**config.mk**
```make
export PLATFORM = sky130hd
export DESIGN_NAME = uart_pmux
export DESIGN_NICKNAME = d
export VERILOG_FILES = /design/src/rtl/uart_pmux.sv
export SDC_FILE = /design/constraint.sdc
export NUM_CORES = 1
export LEC_CHECK = 0
export ABC_AREA = 0
export BUFFER_PORTS_ARGS = -buffer_cell sky130_fd_sc_hd__buf_2
export CAP_MARGIN = 30
export CORE_ASPECT_RATIO = 2
export CORE_MARGIN = 8
export CORE_UTILIZATION = 42
export CTS_CLUSTER_SIZE = 14
export DETAILED_ROUTE_END_ITERATION = 8
export GPL_ROUTABILITY_DRIVEN = 0
export GPL_TIMING_DRIVEN = 0
export PLACE_DENSITY = 0.62
export SLEW_MARGIN = 20
export SYNTH_ARGS = -nofsm -noshare
export SYNTH_HDL_FRONTEND = slang
export SYNTH_SLANG_ARGS = --single-unit
export TNS_END_PERCENT = 10
```
**constraint.sdc**
```tcl
create_clock -name clk -period 3.4 [get_ports clk]
set_input_delay 0.68 -clock clk [delete_from_list [all_inputs] [get_ports clk]]
set_output_delay 0.68 -clock clk [all_outputs]
set_load 0.01 [all_outputs]
```
**src/rtl/uart_pmux.sv**
```systemverilog
// uart_pmux: 8N1 UART with RX FIFO and MAGIC0/MAGIC1 escape into PROG mode.
// Define UART_PMUX_PROG_ECHO_EN to echo PROG-mode bytes back on tx.
module uart_pmux #(
  parameter int unsigned CLOCK_HZ     = 27000000,
  parameter int unsigned BAUD         = 115200,
  parameter int unsigned FIFO_DEPTH   = 16,
  parameter logic [7:0]  MAGIC0       = 8'h55,
  parameter logic [7:0]  MAGIC1       = 8'hAA,
  parameter int unsigned GUARD_US     = 200,
  parameter int unsigned TIMEOUT_US   = 20000,
  parameter int unsigned PROG_IDLE_US = 100000
) (
  input  logic                          clk,
  input  logic                          rst_n,
  input  logic                          rx,
  output logic                          tx,
  input  logic                          rd,
  output logic [7:0]                    rx_data,
  output logic                          rx_full,
  output logic [$clog2(FIFO_DEPTH):0]   rx_count,
  output logic                          rx_ovf,
  input  logic                          wr,
  input  logic [7:0]                    tx_data,
  output logic                          tx_ready,
  output logic                          prog_mode,
  output logic [7:0]                    prog_data,
  output logic                          prog_valid,
  input  logic                          prog_end
);

  localparam int unsigned DIV  = CLOCK_HZ / BAUD;
  localparam int unsigned HALF = DIV / 2;
  localparam int          AW   = $clog2(FIFO_DEPTH);

  localparam logic [15:0] DIV_M1  = 16'(DIV - 1);
  localparam logic [15:0] HALF_M1 = 16'(HALF - 1);

  localparam logic [63:0] GUARD_L =
    64'(CLOCK_HZ) * 64'(GUARD_US) / 64'd1000000;
  localparam logic [63:0] TOUT_L =
    64'(CLOCK_HZ) * 64'(TIMEOUT_US) / 64'd1000000;
  localparam logic [63:0] PIDLE_L =
    64'(CLOCK_HZ) * 64'(PROG_IDLE_US) / 64'd1000000;

  localparam logic [31:0] GUARD_C = GUARD_L[31:0];
  localparam logic [31:0] TOUT_C  = TOUT_L[31:0];
  localparam logic [31:0] PIDLE_C = PIDLE_L[31:0];

  localparam logic [AW:0] FULL_C = (AW+1)'(FIFO_DEPTH);

  typedef enum logic [1:0] {
    M_NORMAL,
    M_HOLD,
    M_PROG
  } mstate_t;

  // ---------------- RX ----------------
  // rx_sync[1] is the synchronised line, rx_sync[2] its previous value.
  logic [2:0]  rx_sync;
  logic        rx_s;
  logic        rx_fall;
  logic        rx_busy;
  logic [15:0] rx_cnt;
  logic [3:0]  rx_bit;
  logic [7:0]  rx_sh;
  logic        rx_evt;
  logic [7:0]  rx_byte;

  assign rx_s    = rx_sync[1];
  assign rx_fall = rx_sync[2] & ~rx_sync[1];

  always_ff @(posedge clk or negedge rst_n) begin
    if (!rst_n) begin
      rx_sync <= 3'b111;
    end else begin
      rx_sync <= {rx_sync[1:0], rx};
    end
  end

  always_ff @(posedge clk or negedge rst_n) begin
    if (!rst_n) begin
      rx_busy <= 1'b0;
      rx_cnt  <= '0;
      rx_bit  <= '0;
      rx_sh   <= '0;
      rx_evt  <= 1'b0;
      rx_byte <= '0;
    end else begin
      rx_evt <= 1'b0;
      if (!rx_busy) begin
        if (rx_fall) begin
          rx_busy <= 1'b1;
          rx_cnt  <= HALF_M1;
          rx_bit  <= '0;
        end
      end else if (rx_cnt != '0) begin
        rx_cnt <= rx_cnt - 1'b1;
      end else begin
        rx_cnt <= DIV_M1;
        rx_bit <= rx_bit + 1'b1;
        if (rx_bit == 4'd0) begin
          if (rx_s) rx_busy <= 1'b0;
        end else if (rx_bit == 4'd9) begin
          rx_busy <= 1'b0;
          rx_evt  <= rx_s;
          rx_byte <= rx_sh;
        end else begin
          rx_sh <= {rx_s, rx_sh[7:1]};
        end
      end
    end
  end

  // ---------------- mux FSM ----------------
  mstate_t     st, st_nx;
  logic [31:0] t;
  logic        t_clr;
  logic        pend_v, pend_ld;
  logic [7:0]  pend_b;
  logic        ev;
  logic [7:0]  ev_b;
  logic        push;
  logic [7:0]  push_b;
  logic        pv_nx;

  // A byte deferred out of HOLD is replayed through NORMAL next cycle.
  assign ev   = rx_evt | pend_v;
  assign ev_b = pend_v ? pend_b : rx_byte;

  always_comb begin
    st_nx   = st;
    push    = 1'b0;
    push_b  = ev_b;
    t_clr   = 1'b0;
    pend_ld = 1'b0;
    pv_nx   = 1'b0;
    unique case (st)
      M_NORMAL: begin
        if (ev) begin
          if (ev_b == MAGIC0) begin
            st_nx = M_HOLD;
            t_clr = 1'b1;
          end else begin
            push = 1'b1;
          end
        end
      end
      M_HOLD: begin
        if (rx_evt || t == TOUT_C) begin
          if (rx_evt && t >= GUARD_C && t < TOUT_C &&
              rx_byte == MAGIC1) begin
            st_nx = M_PROG;
            t_clr = 1'b1;
          end else begin
            push    = 1'b1;
            push_b  = MAGIC0;
            pend_ld = rx_evt;
            st_nx   = M_NORMAL;
          end
        end
      end
      M_PROG: begin
        if (rx_evt) begin
          pv_nx = 1'b1;
          t_clr = 1'b1;
        end
        if (prog_end || t == PIDLE_C) st_nx = M_NORMAL;
      end
      default: st_nx = M_NORMAL;
    endcase
  end

  always_ff @(posedge clk or negedge rst_n) begin
    if (!rst_n) begin
      st         <= M_NORMAL;
      t          <= '0;
      pend_v     <= 1'b0;
      pend_b     <= '0;
      prog_valid <= 1'b0;
      prog_data  <= '0;
    end else begin
      st         <= st_nx;
      pend_v     <= pend_ld;
      prog_valid <= pv_nx;
      if (pend_ld) pend_b <= rx_byte;
      if (pv_nx) prog_data <= rx_byte;
      if (t_clr) t <= '0;
      else if (st != M_NORMAL) t <= t + 1'b1;
    end
  end

  assign prog_mode = (st == M_PROG);

  // ---------------- FIFO ----------------
  logic [7:0]    mem [FIFO_DEPTH];
  logic [AW-1:0] wp, rp;
  logic [AW:0]   cnt;
  logic          pop, full, wr_ok, drop;

  assign pop   = rd && (cnt != '0);
  assign full  = (cnt == FULL_C);
  assign wr_ok = push && (!full || pop);
  assign drop  = push && full && !pop;

  always_ff @(posedge clk or negedge rst_n) begin
    if (!rst_n) begin
      mem <= '{default: '0};
    end else if (wr_ok) begin
      mem[wp] <= push_b;
    end
  end

  always_ff @(posedge clk or negedge rst_n) begin
    if (!rst_n) begin
      wp     <= '0;
      rp     <= '0;
      cnt    <= '0;
      rx_ovf <= 1'b0;
    end else begin
      if (wr_ok) wp <= wp + 1'b1;
      if (pop) rp <= rp + 1'b1;
      if (wr_ok && !pop) cnt <= cnt + 1'b1;
      else if (!wr_ok && pop) cnt <= cnt - 1'b1;
      if (drop) rx_ovf <= 1'b1;
      else if (rd) rx_ovf <= 1'b0;
    end
  end

  assign rx_full  = (cnt != '0);
  assign rx_count = cnt;
  assign rx_data  = rx_full ? mem[rp] : 8'h00;

  // ---------------- TX ----------------
  logic        tx_busy;
  logic [15:0] tx_cnt;
  logic [3:0]  tx_bit;
  logic [9:0]  tx_sh;
  logic        tx_go;
  logic [7:0]  tx_go_b;

`ifdef UART_PMUX_PROG_ECHO_EN
  logic       echo_v;
  logic [7:0] echo_b;
  logic       echo_go;

  assign echo_go  = !tx_busy && echo_v;
  assign tx_ready = !tx_busy && !prog_mode && !echo_v;
  assign tx_go    = echo_go || (wr && tx_ready);
  assign tx_go_b  = echo_go ? echo_b : tx_data;

  // New prog byte overwrites a still-pending echo.
  always_ff @(posedge clk or negedge rst_n) begin
    if (!rst_n) begin
      echo_v <= 1'b0;
      echo_b <= '0;
    end else if (pv_nx) begin
      echo_v <= 1'b1;
      echo_b <= rx_byte;
    end else if (echo_go) begin
      echo_v <= 1'b0;
    end
  end
`else
  assign tx_ready = !tx_busy;
  assign tx_go    = wr && tx_ready;
  assign tx_go_b  = tx_data;
`endif

  always_ff @(posedge clk or negedge rst_n) begin
    if (!rst_n) begin
      tx_busy <= 1'b0;
      tx_cnt  <= '0;
      tx_bit  <= '0;
      tx_sh   <= '1;
    end else if (!tx_busy) begin
      if (tx_go) begin
        tx_busy <= 1'b1;
        tx_cnt  <= DIV_M1;
        tx_bit  <= '0;
        tx_sh   <= {1'b1, tx_go_b, 1'b0};
      end
    end else if (tx_cnt != '0) begin
      tx_cnt <= tx_cnt - 1'b1;
    end else begin
      tx_cnt <= DIV_M1;
      tx_sh  <= {1'b1, tx_sh[9:1]};
      if (tx_bit == 4'd9) tx_busy <= 1'b0;
      else tx_bit <= tx_bit + 1'b1;
    end
  end

  assign tx = tx_busy ? tx_sh[0] : 1'b1;

endmodule

```
==> out/results.tsv, run 1 <==
stage	metric	value	unit
sta	setup_viol	0	
finish	post-route-cell-area	0.01610	mm²
detailed_routing	drt_iter0_markers	629	
floorplan	pin_count	41	
placement	post_dp_cell_area	0.01494	mm²
critical_path	cp-start-kind	flip-flop	
sta	hold_viol_final	0	
detailed_routing	wl_per_cell	18.26	µm
yosys	synthTopCellsByArea	dfrtp_1 45%, mux2_2 6.9%, mux4_2 6.4%	
global_route	grt_pass1_vias	10740	
sta	slew_violations	0	
sta	fin_setup_tns	0	ps
critical_path	required	3830	ps
yosys	synth_top_area_cell	dfrtp_1	
detailed_routing	drcViolationCount	0	
yosys	synth_area	0.01408	mm²
detailed_routing	vias	10400	
sta	skew	22.78	ps
yosys	synth_cell_type_count	56	
sta	fmax	295.6	MHz
critical_path	cpMostUsedCell	ha_4	
detailed_routing	ant_nets	0	
sta	worst_pin_slew	885.5	ps
finish	post-route-util	48.37	%
yosys	seq_area_frac_synth	47.20	%
detailed_routing	drtPass1Iterations	4	
yosys	synth_ff_type	dfrtp_1	
detailed_routing	viasPerCell	5.565	
cts	clock-sinks	265	
flow_run	maxCapViolations	0	
floorplan	fp-row-count	95	
yosys	synth_area_per_cell	10.60	µm²
critical_path	crit_arrival	3810	ps
finish	fin_nets	1446	
critical_path	slowest_stage	or4_4	
sta	rsz0062_at_grt	true	
global_route	grt_overflow	0	
yosys	syn_inst	1329	
global_route	antenna_found_initial	0	
cts	clk_path_buf_depth	3	
sta	min_period_over_period	99.48	%
cts	cts.clk_slew.worst_paths	60	ps
yosys	synthArstFlopShare	100.0	%
yosys	synth_edf_count	0	
yosys	syn_nets	1364	
cts	worst_skew_pair.late_latency	560	ps
placement	dp_hpwl	23.94	mm
placement	post-place-cells	1807	
placement	port_buffers	40	
finish	nFillCells	3066	
floorplan	fp.dieW	145.5	µm
floorplan	coreArea	0.03328	mm²
pwr	power_density	509.9	mW/mm²
yosys	synth_top_cell_area_share	44.96	%
min_path	hold_path_class	in -> async	
critical_path	path_class	reg -> reg	
sta	hold_ws	78.00	ps
yosys	yosys_warnings	0	
finish	area_growth_syn_to_layout	14.33	%
floorplan	die_y	274.9	µm
global_route	grt_max_degree	98	
sta	relSlewSlack	40.51	%
critical_path	rrSetupSlack	20	ps
global_route	grt.total_usage	17.03	%
cts	cts-htree-levels	1	
critical_path	crit_path_end_kind	flip-flop	
outcome	status	complete, no violations	
finish	finalNonFillerCells	1868	
yosys	ys_seq_elements	265	
detailed_routing	wl	34.10	mm
cts	cts_tree	yes	
floorplan	die-area	0.04000	mm²
cts	cts_root_buf	clkbuf_16	
global_route	grt_pass1_wl	56.29	mm
critical_path	path_cells	nor4_4 -> nand3_1 -> or4_4 -> or3_4 -> a21oi_4 -> buf_8 -> nor2_4 -> ha_4 -> inv_4 -> ha_4 -> a21o_1 -> a21oi_2 -> xnor2_1 -> nor2_1 -> xor2_1	
floorplan	initial_utilization	42.31	%
pwr	p_leak	0.007820	µW
pwr	vdd.ir_drop.worst	512.5	µV
finish	antenna_cells	0	
critical_path	cp_max_fo	4	
cts	cts_made_buffers	27	
finish	drive_gt1_share	20.60	%
critical_path	slowest_delay	500	ps
sta	period_needed	3382	ps
-- report_power, final --
part	internal, µW	switching [µW]
combinational	675	820
sequential	3400	275
clock	1770	1260
total	5850	2360
-- stage by stage --
step	power [µW]	setup slack (ps)
2_1_floorplan	4651	5.502
3_3_place_gp	5027	-3182
3_5_place_dp	5101	-490.5
4_1_cts	8263	-42.55
5_1_grt	8607	-132.2
6_report	8209	17.54
-- critical path, delay by kind of cell, from the launching register on --
family / cells / cell delay [ps]
xor gates and xnor gates: 2 / 280
and+or+nand+nor: 6 / 1460
adders and majority gates: 2 / 370
AOI/OAI and AO/OA: 3 / 490
buffers and inverters: 2 / 220
DFF: 1 / 430
-- cells by family (layout without fill, tap and decap cells) --
family                   count (synthesis)  count (layout)  share of synthesized area (%)
XOR/XNOR                                38              38                          2.364
buffers and inverters                  161             264                          4.665
AND/OR/NAND/NOR                        361             361                          12.91
flip-flops                             265             265                          47.20
AO/OA/AOI/OAI                          284             284                          12.48
adder cells (fa/ha/maj)                 21              21                          1.919
multiplexers                           199             199                          18.46
-- layer usage --
layer  wire length [µm]  GRT usage, %
met5                  0             0
met4                647         4.654
met3               1137         1.729
met2              17690         30.68
met1              14620         21.32
-- layout by cell type, fill, tap and decap left out, types with 6 or more instances in the layout --
master,instances
a211oi_1,9
a21o_1,70
a21oi_1,94
a31oi_1,9
and2_1,9
and3_1,7
buf_2,47
buf_4,20
clkbuf_1,51
clkbuf_16,28
dfrtp_1,245
dfrtp_2,8
dfstp_2,12
ha_1,18
inv_1,85
mux2_2,86
mux2i_1,73
mux4_2,40
nand2_1,116
nand3_1,33
nand4_1,21
nor2_1,63
nor2b_1,13
nor3_1,23
nor3b_1,6
nor4_1,9
o211ai_1,10
o21ai_0,55
o22ai_1,6
o31ai_1,12
or3_1,18
xnor2_1,17
xor2_1,21
-- what timing repair did --
item | 4_1_cts | 5_1_grt
buffers inserted | 14 | 1
setup endpoints to repair | 13 | 10
hold endpoints to repair | 0 | 0
resized for setup | 48 | 10
hold buffers | 0 | 0
pin swaps | 12 | 10
-- worst paths after layout --
| check | from | to | depth (start not counted) |
|---|---|---|---|
| max in group asynchronous | rst_n | tx_sh[2] | 3 |
| max reg2reg | t[25] | rx_count[4] | 15 |
| min reg2reg | rx_sync[0] | rx_sync[1] | 0 |
| min | rst_n | t[26] | 1 |
| max | t[25] | rx_count[4] | 15 |
| min in group clk | rx | rx_sync[0] | 1 |
-- Yosys cell counts, drive strengths merged, types with 5 or more instances --
library cell  count
nor2             64
dfrtp           253
or3              19
nor4             15
a31oi             9
mux2i            73
nor3b             6
nand4            21
nand2           117
ha               20
nor3             24
o21ai            56
xor2             21
o211ai           10
a21o             70
a21oi            97
nor2b            13
and2             12
and4              5
inv              86
or2               5
o31ai            12
nand3            34
and3              7
clkbuf           47
dfstp            12
mux2             86
o22ai             6
a211oi            9
buf              26
mux4             40
nand2b            5
xnor2            17
-- state kept, by name (all words and copies together), names as in the netlist, 2 cells and up --
name       count
mem          128
t             32
rx_cnt        16
tx_cnt        16
tx_sh          9
pend_b         8
prog_data      8
rx_byte        8
rx_sh          8
rx_count       5
rp             4
rx_bit         4
tx_bit         4
wp             4
rx_sync        3
st             2
-- area by class of cell --
| class | instances | area, µm² | area share [%] |
|---|---|---|---|
| multi-input cells | 903 | 6889 | 42.79 |
| inverters | 88 | 332.8 | 2.067 |
| repair buffers | 57 | 390.4 | 2.425 |
| well taps | 436 | 545.5 | 3.389 |
| clock buffers | 41 | 758.2 | 4.710 |
| plain buffers | 69 | 394.1 | 2.448 |
| clock inverters | 9 | 132.6 | 0.8238 |
| flip-flops and latches | 265 | 6656 | 41.35 |
No activity file was read; power rests on OpenSTA's default activity.
==> run 2, diff against run 1 <==
Settings changed: BUFFER_PORTS_ARGS -buffer_cell sky130_fd_sc_hd__buf_2 to -buffer_cell sky130_fd_sc_hd__buf_4, TNS_END_PERCENT 10 to 20.
==> out/results.tsv, run 2 (synthesized netlist as in run 1, its figures left out) <==
stage	metric	value	unit	change
placement	port_buffers	40		unchanged
sta	worst_pin_slew	928.0	ps	was 885.5 ps
finish	reg_top3	mem (128), t (32)		unchanged
critical_path	cp_top_family	simple AND/OR/NAND/NOR gates		unchanged
critical_path	crit_arrival	3860	ps	was 3810 ps
sta	min_period_over_period	100.9	%	was 99.48%
critical_path	cp_num_buf_inv	2		unchanged
sta	setup_viol	1		was 0
cts	cts_root_buf	clkbuf_16		unchanged
pwr	power_density	505.7	mW/mm²	was 509.9 mW/mm²
finish	fin_nets	1442		was 1446
floorplan	coreArea	0.03328	mm²	unchanged
finish	top_register	mem		unchanged
finish	multi_input_area	0.006888	mm²	was 0.006889 mm²
finish	final_common_cell	dfrtp_1		unchanged
placement	post-place-cells	1808		was 1807
finish	drive_gt1_share	20.94	%	was 20.60%
critical_path	cp_max_fo	5		was 4
cts	cts-htree-levels	1		unchanged
global_route	grt_overflow	0		unchanged
outcome	violations	setup timing		
sta	setup_slack	-31.60	ps	was 17.54 ps
pwr	p_leak	0.007838	µW	was 0.007820 µW
cts	cts_tree	yes		unchanged
critical_path	path_cells	nor4_4 -> nand3_1 -> or4_4 -> or3_4 -> a21oi_4 -> buf_8 -> nor2_2 -> ha_2 -> inv_4 -> ha_4 -> a21o_1 -> a21oi_2 -> xnor2_1 -> nor2_1 -> xor2_1		was nor4_4 -> nand3_1 -> or4_4 -> or3_4 -> a21oi_4 -> buf_8 -> nor2_4 -> ha_4 -> inv_4 -> ha_4 -> a21o_1 -> a21oi_2 -> xnor2_1 -> nor2_1 -> xor2_1
detailed_routing	wl_per_cell	18.11	µm	was 18.26 µm
critical_path	crit_path_end_kind	flip-flop		unchanged
placement	dp_hpwl	23.89	mm	was 23.94 mm
sta	slew_violations	0		unchanged
global_route	grt_pass1_vias	10810		was 10740
critical_path	required	3830	ps	about the same
sta	fin_setup_tns	-31.60	ps	was 0 ps
critical_path	worst-path-stages	15		unchanged
floorplan	die_y	274.9	µm	unchanged
cts	clock-sinks	265		unchanged
critical_path	slowest_delay	550	ps	was 500 ps
global_route	grt.total_usage	17.10	%	was 17.03%
flow_run	maxCapViolations	0		unchanged
floorplan	pin_count	41		unchanged
sta	skew	19.63	ps	was 22.78 ps
finish	regArea	0.006658	mm²	was 0.006656 mm²
pwr	vdd.ir_drop.worst	467.0	µV	was 512.5 µV
finish	largest_register_ffs	128		unchanged
floorplan	fp-row-count	95		unchanged
min_path	hold_path_class	in -> async		unchanged
sta	relSlewSlack	38.13	%	was 40.51%
sta	fmax	291.4	MHz	was 295.6 MHz
cts	cts.clk_slew.worst_paths	60	ps	about the same
floorplan	initial_utilization	42.31	%	unchanged
finish	finalNonFillerCells	1864		was 1868
global_route	grt_pass1_wl	56.44	mm	was 56.29 mm
critical_path	path_class	reg -> reg		unchanged
placement	post_dp_cell_area	0.01507	mm²	was 0.01494 mm²
cts	worst_skew_pair.late_latency	550	ps	was 560 ps
sta	rsz0062_at_grt	true		unchanged
critical_path	cp-start-kind	flip-flop		unchanged
floorplan	die-area	0.04000	mm²	unchanged
outcome	status	complete, but fails checks		was complete, no violations
sta	hold_viol_final	0		unchanged
global_route	grt_max_degree	78		was 98
global_route	antenna_found_initial	0		unchanged
detailed_routing	vias	10360		was 10400
finish	post-route-cell-area	0.01620	mm²	was 0.01610 mm²
finish	nFillCells	3081		was 3066
floorplan	fp.dieW	145.5	µm	unchanged
detailed_routing	ant_nets	0		unchanged
finish	antenna_cells	0		unchanged
cts	cts_made_buffers	27		unchanged
sta	period_needed	3432	ps	was 3382 ps
detailed_routing	drtPass1Iterations	5		was 4
finish	final_cell_mix	244 x dfrtp_1, 116 x nand2_1, 94 x a21oi_1		was 245 x dfrtp_1, 116 x nand2_1, 94 x a21oi_1
detailed_routing	viasPerCell	5.558		was 5.565
detailed_routing	drcViolationCount	0		unchanged
cts	clk_path_buf_depth	3		unchanged
critical_path	r2r_cells	15		unchanged
finish	area_growth_syn_to_layout	15.03	%	was 14.33%
sta	hold_ws	44.72	ps	was 78.00 ps
detailed_routing	wl	33.76	mm	was 34.10 mm
detailed_routing	drt_iter0_markers	585		was 629
critical_path	slowest_stage	or4_4		unchanged
[run 2: cell types whose count changed in the layout (fill, tap and decap cells not counted), moves of 2 or more]
cell,change
buf_2,-37
buf_4,+32
clkbuf_1,-5
clkbuf_8,+4
and2_1,-2
and2_4,+2
clkinv_2,+2
[run 2: final cells by class]
type                            instances  area share, %
Buffer                                 68          2.410
Clock buffer                           41          4.928
Clock inverter                          9         0.6257
Inverter                               88          2.055
Multi-Input combinational cell        903          42.52
Sequential cell                       265          41.10
Tap cell                              436          3.368
Timing Repair Buffer                   54          2.989
[run 2: through the flow]
stage / utilization (%) / setup WS (ps) / total power (µW)
finish: 48.67 / -31.60 / 8192
global route: 48.67 / -187.6 / 8617
CTS: 48.42 / -10.40 / 8274
detailed placement: 45.27 / -498.3 / 5132
global placement: 45.00 / -559.5 / 5043
floorplan: - / 5.502 / 4651
[run 2: path summary, 6_finish.rpt]
check | startpoint | to | slack, ps
max in group asynchronous | rst_n | mem[79] | 2240
setup reg to reg | t[25] | rx_count[4] | -30
hold reg to reg | rx_sync[0] | rx_sync[1] | 360
min in group clk | rx | rx_sync[0] | 240
hold / removal | rst_n | t[30] | 40
setup / recovery | t[25] | rx_count[4] | -30
[run 2: power breakdown]
group,leakage (µW),internal (µW),switching [µW]
Clock,0.000444,1770,1240
Combinational,0.00387,695,808
Sequential,0.00353,3400,280
Total,0.00784,5870,2330
[run 2: metal layers]
layer / wire (µm) / up-vias / GRT usage [%]
met5: 0 / - / 0
met4: 902 / 0 / 6.142
met3: 1034 / 59 / 1.927
met2: 17380 / 157 / 30.13
met1: 14450 / 5241 / 21.34
li1: - / 4903 / -
[run 2: what timing repair did]
item | in CTS | in global routing
setup buffers | 8 | 3
pin swaps | 5 | 6
resized for setup | 44 | 16
hold buffers | 0 | 0
endpoints found under the setup margin | 13 | 6
